`src/rtl/uart_psram_bridge.sv`:
```
// Purpose: turns framed host bytes from the UART into single 16-bit PSRAM reads/writes and returns replies.
// Latency: mem_req rises 1 cycle after the last frame byte; the first reply byte 1 cycle after mem_done.
// Backpressure: tx_valid is held until tx_ready; RX bytes arriving while busy are dropped and flagged on rx_drop.
module uart_psram_bridge #(
  parameter logic [23:0] FRAME_TIMEOUT = 24'd8_400_000,
  parameter logic [15:0] MEM_TIMEOUT   = 16'd256
) (
  input  logic        mem_clk,
  input  logic        rst_n,
  input  logic [7:0]  rx_data,
  input  logic        rx_valid,
  output logic [7:0]  tx_data,
  output logic        tx_valid,
  input  logic        tx_ready,
  input  logic        mem_ready,
  output logic        mem_req,
  output logic        mem_rw,
  output logic [23:0] mem_addr,
  output logic [15:0] mem_wdata,
  input  logic [15:0] mem_rdata,
  input  logic        mem_done,
  output logic        rx_drop
);

  localparam logic [7:0] CMD_WRITE = 8'h57;  // 'W'
  localparam logic [7:0] CMD_READ  = 8'h52;  // 'R'
  localparam logic [7:0] RSP_OK    = 8'h4B;  // 'K'
  localparam logic [7:0] RSP_UNK   = 8'h3F;  // '?'
  localparam logic [7:0] RSP_BUSY  = 8'h42;  // 'B'
  localparam logic [7:0] RSP_ERR   = 8'h45;  // 'E'

  typedef enum logic [2:0] {
    S_IDLE,
    S_ADDR,
    S_WDATA,
    S_MEM_REQ,
    S_MEM_WAIT,
    S_RESP
  } state_t;

  state_t      state_q, state_d;
  logic [7:0]  tx_data_d;
  logic        tx_valid_d;
  logic        mem_req_d;
  logic        mem_rw_d;
  logic [23:0] mem_addr_d;
  logic [15:0] mem_wdata_d;
  logic        rx_drop_d;
  logic [1:0]  byte_cnt_q, byte_cnt_d;
  logic [23:0] ft_cnt_q, ft_cnt_d;
  logic [15:0] wd_cnt_q, wd_cnt_d;
  logic [7:0]  rdata_lo_q, rdata_lo_d;
  logic        two_byte_q, two_byte_d;
  logic        frame_end;

  // State and datapath registers; async reset forces every output idle at once.
  always_ff @(posedge mem_clk or negedge rst_n) begin
    if (!rst_n) begin
      state_q    <= S_IDLE;
      tx_data    <= '0;
      tx_valid   <= 1'b0;
      mem_req    <= 1'b0;
      mem_rw     <= 1'b0;
      mem_addr   <= '0;
      mem_wdata  <= '0;
      rx_drop    <= 1'b0;
      byte_cnt_q <= '0;
      ft_cnt_q   <= '0;
      wd_cnt_q   <= '0;
      rdata_lo_q <= '0;
      two_byte_q <= 1'b0;
    end else begin
      state_q    <= state_d;
      tx_data    <= tx_data_d;
      tx_valid   <= tx_valid_d;
      mem_req    <= mem_req_d;
      mem_rw     <= mem_rw_d;
      mem_addr   <= mem_addr_d;
      mem_wdata  <= mem_wdata_d;
      rx_drop    <= rx_drop_d;
      byte_cnt_q <= byte_cnt_d;
      ft_cnt_q   <= ft_cnt_d;
      wd_cnt_q   <= wd_cnt_d;
      rdata_lo_q <= rdata_lo_d;
      two_byte_q <= two_byte_d;
    end
  end

  // Next-state and next-output logic: frame parsing, memory handshake, watchdogs and reply sequencing.
  always_comb begin
    state_d     = state_q;
    tx_data_d   = tx_data;
    tx_valid_d  = tx_valid;
    mem_req_d   = mem_req;
    mem_rw_d    = mem_rw;
    mem_addr_d  = mem_addr;
    mem_wdata_d = mem_wdata;
    rx_drop_d   = 1'b0;
    byte_cnt_d  = byte_cnt_q;
    ft_cnt_d    = ft_cnt_q;
    wd_cnt_d    = wd_cnt_q;
    rdata_lo_d  = rdata_lo_q;
    two_byte_d  = two_byte_q;
    frame_end   = 1'b0;

    case (state_q)
      S_IDLE: begin
        ft_cnt_d = '0;
        if (rx_valid) begin
          byte_cnt_d = '0;
          if (rx_data == CMD_WRITE || rx_data == CMD_READ) begin
            mem_rw_d = (rx_data == CMD_READ);
            state_d  = S_ADDR;
          end else begin
            tx_data_d  = RSP_UNK;
            tx_valid_d = 1'b1;
            two_byte_d = 1'b0;
            state_d    = S_RESP;
          end
        end
      end

      S_ADDR: begin
        if (rx_valid) begin
          // A byte on the terminal-count cycle still counts; the frame lives on.
          ft_cnt_d   = '0;
          mem_addr_d = {mem_addr[15:0], rx_data};
          if (byte_cnt_q == 2'd2) begin
            byte_cnt_d = '0;
            if (mem_rw) frame_end = 1'b1;
            else        state_d   = S_WDATA;
          end else begin
            byte_cnt_d = byte_cnt_q + 2'd1;
          end
        end else if (ft_cnt_q == FRAME_TIMEOUT) begin
          ft_cnt_d = '0;
          state_d  = S_IDLE;
        end else begin
          ft_cnt_d = ft_cnt_q + 24'd1;
        end
      end

      S_WDATA: begin
        if (rx_valid) begin
          ft_cnt_d    = '0;
          mem_wdata_d = {mem_wdata[7:0], rx_data};
          if (byte_cnt_q == 2'd1) begin
            byte_cnt_d = '0;
            frame_end  = 1'b1;
          end else begin
            byte_cnt_d = byte_cnt_q + 2'd1;
          end
        end else if (ft_cnt_q == FRAME_TIMEOUT) begin
          ft_cnt_d = '0;
          state_d  = S_IDLE;
        end else begin
          ft_cnt_d = ft_cnt_q + 24'd1;
        end
      end

      S_MEM_REQ: begin
        rx_drop_d = rx_valid;
        wd_cnt_d  = wd_cnt_q + 16'd1;
        state_d   = S_MEM_WAIT;
      end

      S_MEM_WAIT: begin
        rx_drop_d = rx_valid;
        if (mem_done) begin
          mem_req_d  = 1'b0;
          tx_valid_d = 1'b1;
          state_d    = S_RESP;
          if (mem_rw) begin
            tx_data_d  = mem_rdata[15:8];
            rdata_lo_d = mem_rdata[7:0];
            two_byte_d = 1'b1;
          end else begin
            tx_data_d  = RSP_OK;
            two_byte_d = 1'b0;
          end
        end else if (wd_cnt_q == MEM_TIMEOUT - 16'd1) begin
          // mem_req has now been high for MEM_TIMEOUT cycles without completion.
          mem_req_d  = 1'b0;
          tx_data_d  = RSP_ERR;
          tx_valid_d = 1'b1;
          two_byte_d = 1'b0;
          state_d    = S_RESP;
        end else begin
          wd_cnt_d = wd_cnt_q + 16'd1;
        end
      end

      S_RESP: begin
        rx_drop_d = rx_valid;
        if (tx_valid && tx_ready) begin
          if (two_byte_q) begin
            // Low data byte follows immediately, tx_valid never drops between them.
            tx_data_d  = rdata_lo_q;
            two_byte_d = 1'b0;
          end else begin
            tx_valid_d = 1'b0;
            state_d    = S_IDLE;
          end
        end
      end

      default: state_d = S_IDLE;
    endcase

    // Completed frame: refuse immediately if the PSRAM is not up, otherwise launch the request.
    if (frame_end) begin
      if (!mem_ready) begin
        tx_data_d  = RSP_BUSY;
        tx_valid_d = 1'b1;
        two_byte_d = 1'b0;
        state_d    = S_RESP;
      end else begin
        mem_req_d = 1'b1;
        wd_cnt_d  = '0;
        state_d   = S_MEM_REQ;
      end
    end
  end

endmodule
```
`config.mk`:
```
export PLATFORM = sky130hd
export DESIGN_NAME = uart_psram_bridge
export DESIGN_NICKNAME = d
export VERILOG_FILES = /design/src/rtl/uart_psram_bridge.sv
export SDC_FILE = /design/constraint.sdc
export NUM_CORES = 1
export LEC_CHECK = 0
export CAP_MARGIN = 10
export CORE_ASPECT_RATIO = 1.4
export CORE_MARGIN = 5
export CORE_UTILIZATION = 45
export CTS_CLUSTER_DIAMETER = 50
export DETAILED_ROUTE_END_ITERATION = 10
export PLACE_DENSITY = 0.69
export RECOVER_POWER = 50
export SETUP_SLACK_MARGIN = 0.5
export SYNTH_ARGS = -nofsm -noshare
export SYNTH_HDL_FRONTEND = slang
export SYNTH_SLANG_ARGS = --single-unit
```
`constraint.sdc`:
```
create_clock -name mem_clk -period 3.2 [get_ports mem_clk]
set_clock_uncertainty 0.15 [all_clocks]
set_input_delay 0.32 -clock mem_clk [delete_from_list [all_inputs] [get_ports mem_clk]]
set_output_delay 0.32 -clock mem_clk [all_outputs]
set_load 0.02 [all_outputs]
```
==> results.sh <==
export IMPL_status="completed"
export IMPL_power_mw=5.554
export IMPL_fin_hold_ws_ns=0.3380
export IMPL_endpoint_kind="flip-flop"
export IMPL_ys_seq_elements=106
export IMPL_ys_warn_count=0
export IMPL_cp_arrival_ns=2.60
export IMPL_critical_path_required_ns=3.26
export IMPL_fin_area_um2=6513
export IMPL_syn_avg_cell_area_um2=10.79
export IMPL_placedCellCount=698
export IMPL_cts_htree_levels=3
export IMPL_crit_top_cell="or4_4"
export IMPL_synthesis_area_um2=5233
export IMPL_timing_slew_headroom=0.05972
export IMPL_coreArea_um2=11340
export IMPL_post_cts_buffers=0
export IMPL_boundaryPins=82
export IMPL_synth_edf_count=0
export IMPL_drtIter0Drc=210
export IMPL_synth_main_ff_cell="dfrtp_1"
export IMPL_ant_nets=0
export IMPL_hpwl_um=8892
export IMPL_die_w_um=101.1
export IMPL_start_util=0.4615
export IMPL_synthTopCellsByArea="dfrtp_1 (51%), mux2_2 (10%), nor2_1 (3.1%)"
export IMPL_synth_fp_nets=518
export IMPL_hp_start="mem_req$_DFF_PN0_"
export IMPL_rrSetupSlack_ns=0.66
export IMPL_via_count=4059
export IMPL_grt_use_met3=0.02989
export IMPL_synth_top_area_share=0.5069
export IMPL_overflow=0
export IMPL_r2r_start="wd_cnt_q[11]$_DFF_PN0_"
export IMPL_cellPowerDensity_nw_per_um2=852.8
export IMPL_final_layout_size_suffix_gt1_frac=0.1804
export IMPL_path_cells="or4_4, or4_4, a21oi_2, or3_2, a21oi_1"
export IMPL_layout_nets=599
export IMPL_cts_buffers=9
export IMPL_grt_pass1_wl_um=20670
export IMPL_slowest_delay_ns=0.58
export IMPL_use_met2=0.3279
export IMPL_p_leak_nw=2.697
export IMPL_path_max_fanout=11
export IMPL_period_share=0.7940
export IMPL_grt_usage=0.1843
export IMPL_diodes=0
export IMPL_root_buffer="clkbuf_16"
export IMPL_first_global_vias=4273
export IMPL_die_h_um=137.6
export IMPL_layoutNonFillerInstCount=715
export IMPL_wl_per_cell_um=16.87
export IMPL_numClockSinks=106
export IMPL_drv_slew=0
export IMPL_grt_max_degree=57
export IMPL_rsz0062_at_grt="false"
export IMPL_tightest_slew_ns=1.410
export IMPL_antenna_found_initial=0
export IMPL_portBuffers=81
export IMPL_clkTransAtPathRegs_ns=0.07
export IMPL_hold_class="flip-flop to flip-flop"
export IMPL_totalWireLength_um=12060
export IMPL_final_hold_violation_count=0
export IMPL_drc=0
export IMPL_globalRoute_busiestLayer="met2"
export IMPL_max_vdd_ir_drop_uv=429.4
export IMPL_layout_cells_most_common="dfrtp_1"
export IMPL_path_class="flip-flop to flip-flop"
export IMPL_area_delta_synth_final_pct=24.46
export IMPL_maxCapViolations=0
export IMPL_synth_largest_area_cell="dfrtp_1"
export IMPL_row_count=46
export IMPL_tns_ns=0
export IMPL_setup_viol=0
export IMPL_worstSetupStartpointType="flip-flop"
export IMPL_yosysUniqueCellTypes=63
export IMPL_die_area_um2=13920
export IMPL_final_cell_mix="dfrtp_1 (106), clkdlybuf4s50_1 (57), mux2_2 (48)"
export IMPL_firstDrtPassIters=4
export IMPL_gr_usage_met1=0.2264
export IMPL_fmax_ghz=0.3936
export IMPL_gp_congestion=0.8427
export IMPL_async_reset_ff_frac=1.000
export IMPL_seq_area_frac_synth=0.5069
export IMPL_critPathSlowestCell="or4_4"
export IMPL_cts_tree="yes"
export IMPL_postPlaceCellArea_um2=6208
export IMPL_min_period_ns=2.541
export IMPL_clockBufferDepth=2
export IMPL_via_per_inst=5.677
export IMPL_crit_start="wd_cnt_q[11]$_DFF_PN0_"
export IMPL_clock_latency_ns=0.34
export IMPL_syn_instance_count=485
==> flip-flops by register name (all words and copies together), names as in the netlist <==
register    count
byte_cnt_q      2
ft_cnt_q       24
mem_addr       24
mem_req         1
mem_rw          1
mem_wdata      16
rdata_lo_q      8
rx_drop         1
state_q         3
two_byte_q      1
tx_data         8
tx_valid        1
wd_cnt_q       16
==> layout make-up <==
class / instances / area [um^2]
timing repair buffer: 92 / 885.9
clock buffer: 10 / 239.0
tap: 144 / 180.2
inverter: 15 / 56.30
clock inverter: 6 / 51.30
fill: 974 / 4826
multi-input combinational: 342 / 2447
sequential: 106 / 2653
==> cells by family (layout without fill, tap and decap cells) <==
logic type                 Yosys count  in the layout  synth area share
and+or+nand+nor                    172            172            0.1839
DFF                                106            106            0.5069
AOI/OAI and AO/OA                   93             93            0.1236
muxes                               51             51            0.1090
buffers and inverters               37            123           0.03085
xor gates and xnor gates            23             23           0.03850
adders and majority gates            3              3          0.007174
==> routing by layer <==
layer | part of all wire | vias to the layer above
met5 | 0 | -
met4 | 0.017 | 0
met3 | 0.036 | 13
met2 | 0.53 | 73
met1 | 0.41 | 2044
li1 | - | 1929
==> synthesized netlist by cell type (4+ instances only) <==
cell type / n
xnor2_1: 8
and2_1: 4
nand2b_1: 5
dfrtp_1: 106
o21ai_1: 4
or4_1: 5
a21o_1: 4
nand2_1: 27
xor2_1: 15
clkbuf_1: 12
a22oi_1: 6
nand3_1: 21
a21oi_1: 17
nor3_1: 6
nor2_1: 43
nand4_1: 10
or3_1: 10
a21oi_2: 7
nor2b_1: 4
inv_1: 15
nand3b_1: 4
o31ai_1: 5
mux2_2: 48
o21ai_0: 19
buf_2: 6
nor4_1: 6
a31oi_1: 6
==> stage by stage <==
stage | util | worst slack, ns
2_1_floorplan | - | 0.9461
3_3_place_gp | 0.5476 | 0.6980
3_5_place_dp | 0.5476 | 0.6389
4_1_cts | 0.5740 | 0.6454
5_1_grt | 0.5744 | 0.3565
6_report | 0.5744 | 0.6593
==> path summary, 6_finish.rpt <==
check	end	cells after the start
worst max-delay path	wd_cnt_q[8]$_DFF_PN0_	5
worst min-delay path	mem_req$_DFF_PN0_	2
worst max register to register	wd_cnt_q[8]$_DFF_PN0_	5
worst min register to register	mem_req$_DFF_PN0_	2
max in group asynchronous	mem_addr[14]$_DFFE_PN0P_	3
min in group asynchronous	ft_cnt_q[2]$_DFFE_PN0P_	2
==> worst max-delay path, delay by kind of cell, from the launching register on <==
| kind | cells | cell delay, ns |
|---|---|---|
| AOI/OAI and AO/OA | 2 | 0.47 |
| DFF | 1 | 0.44 |
| and+or+nand+nor | 3 | 1.35 |
==> power by group <==
part	internal [mW]	total, mW	switching, mW	leakage (nW)
clock	0.565	1.08	0.514	0.146
sequential	1.80	2.18	0.382	1.35
combinational	1.12	2.30	1.17	1.21
total	3.48	5.55	2.07	2.70
==> what timing repair did <==
action | in CTS | in global routing
hold endpoints to repair | 54 | 0
setup endpoints to repair | 0 | 10
gates resized for setup | 0 | 2
hold buffers | 1 | 0
(Power assumes the default switching activity.)
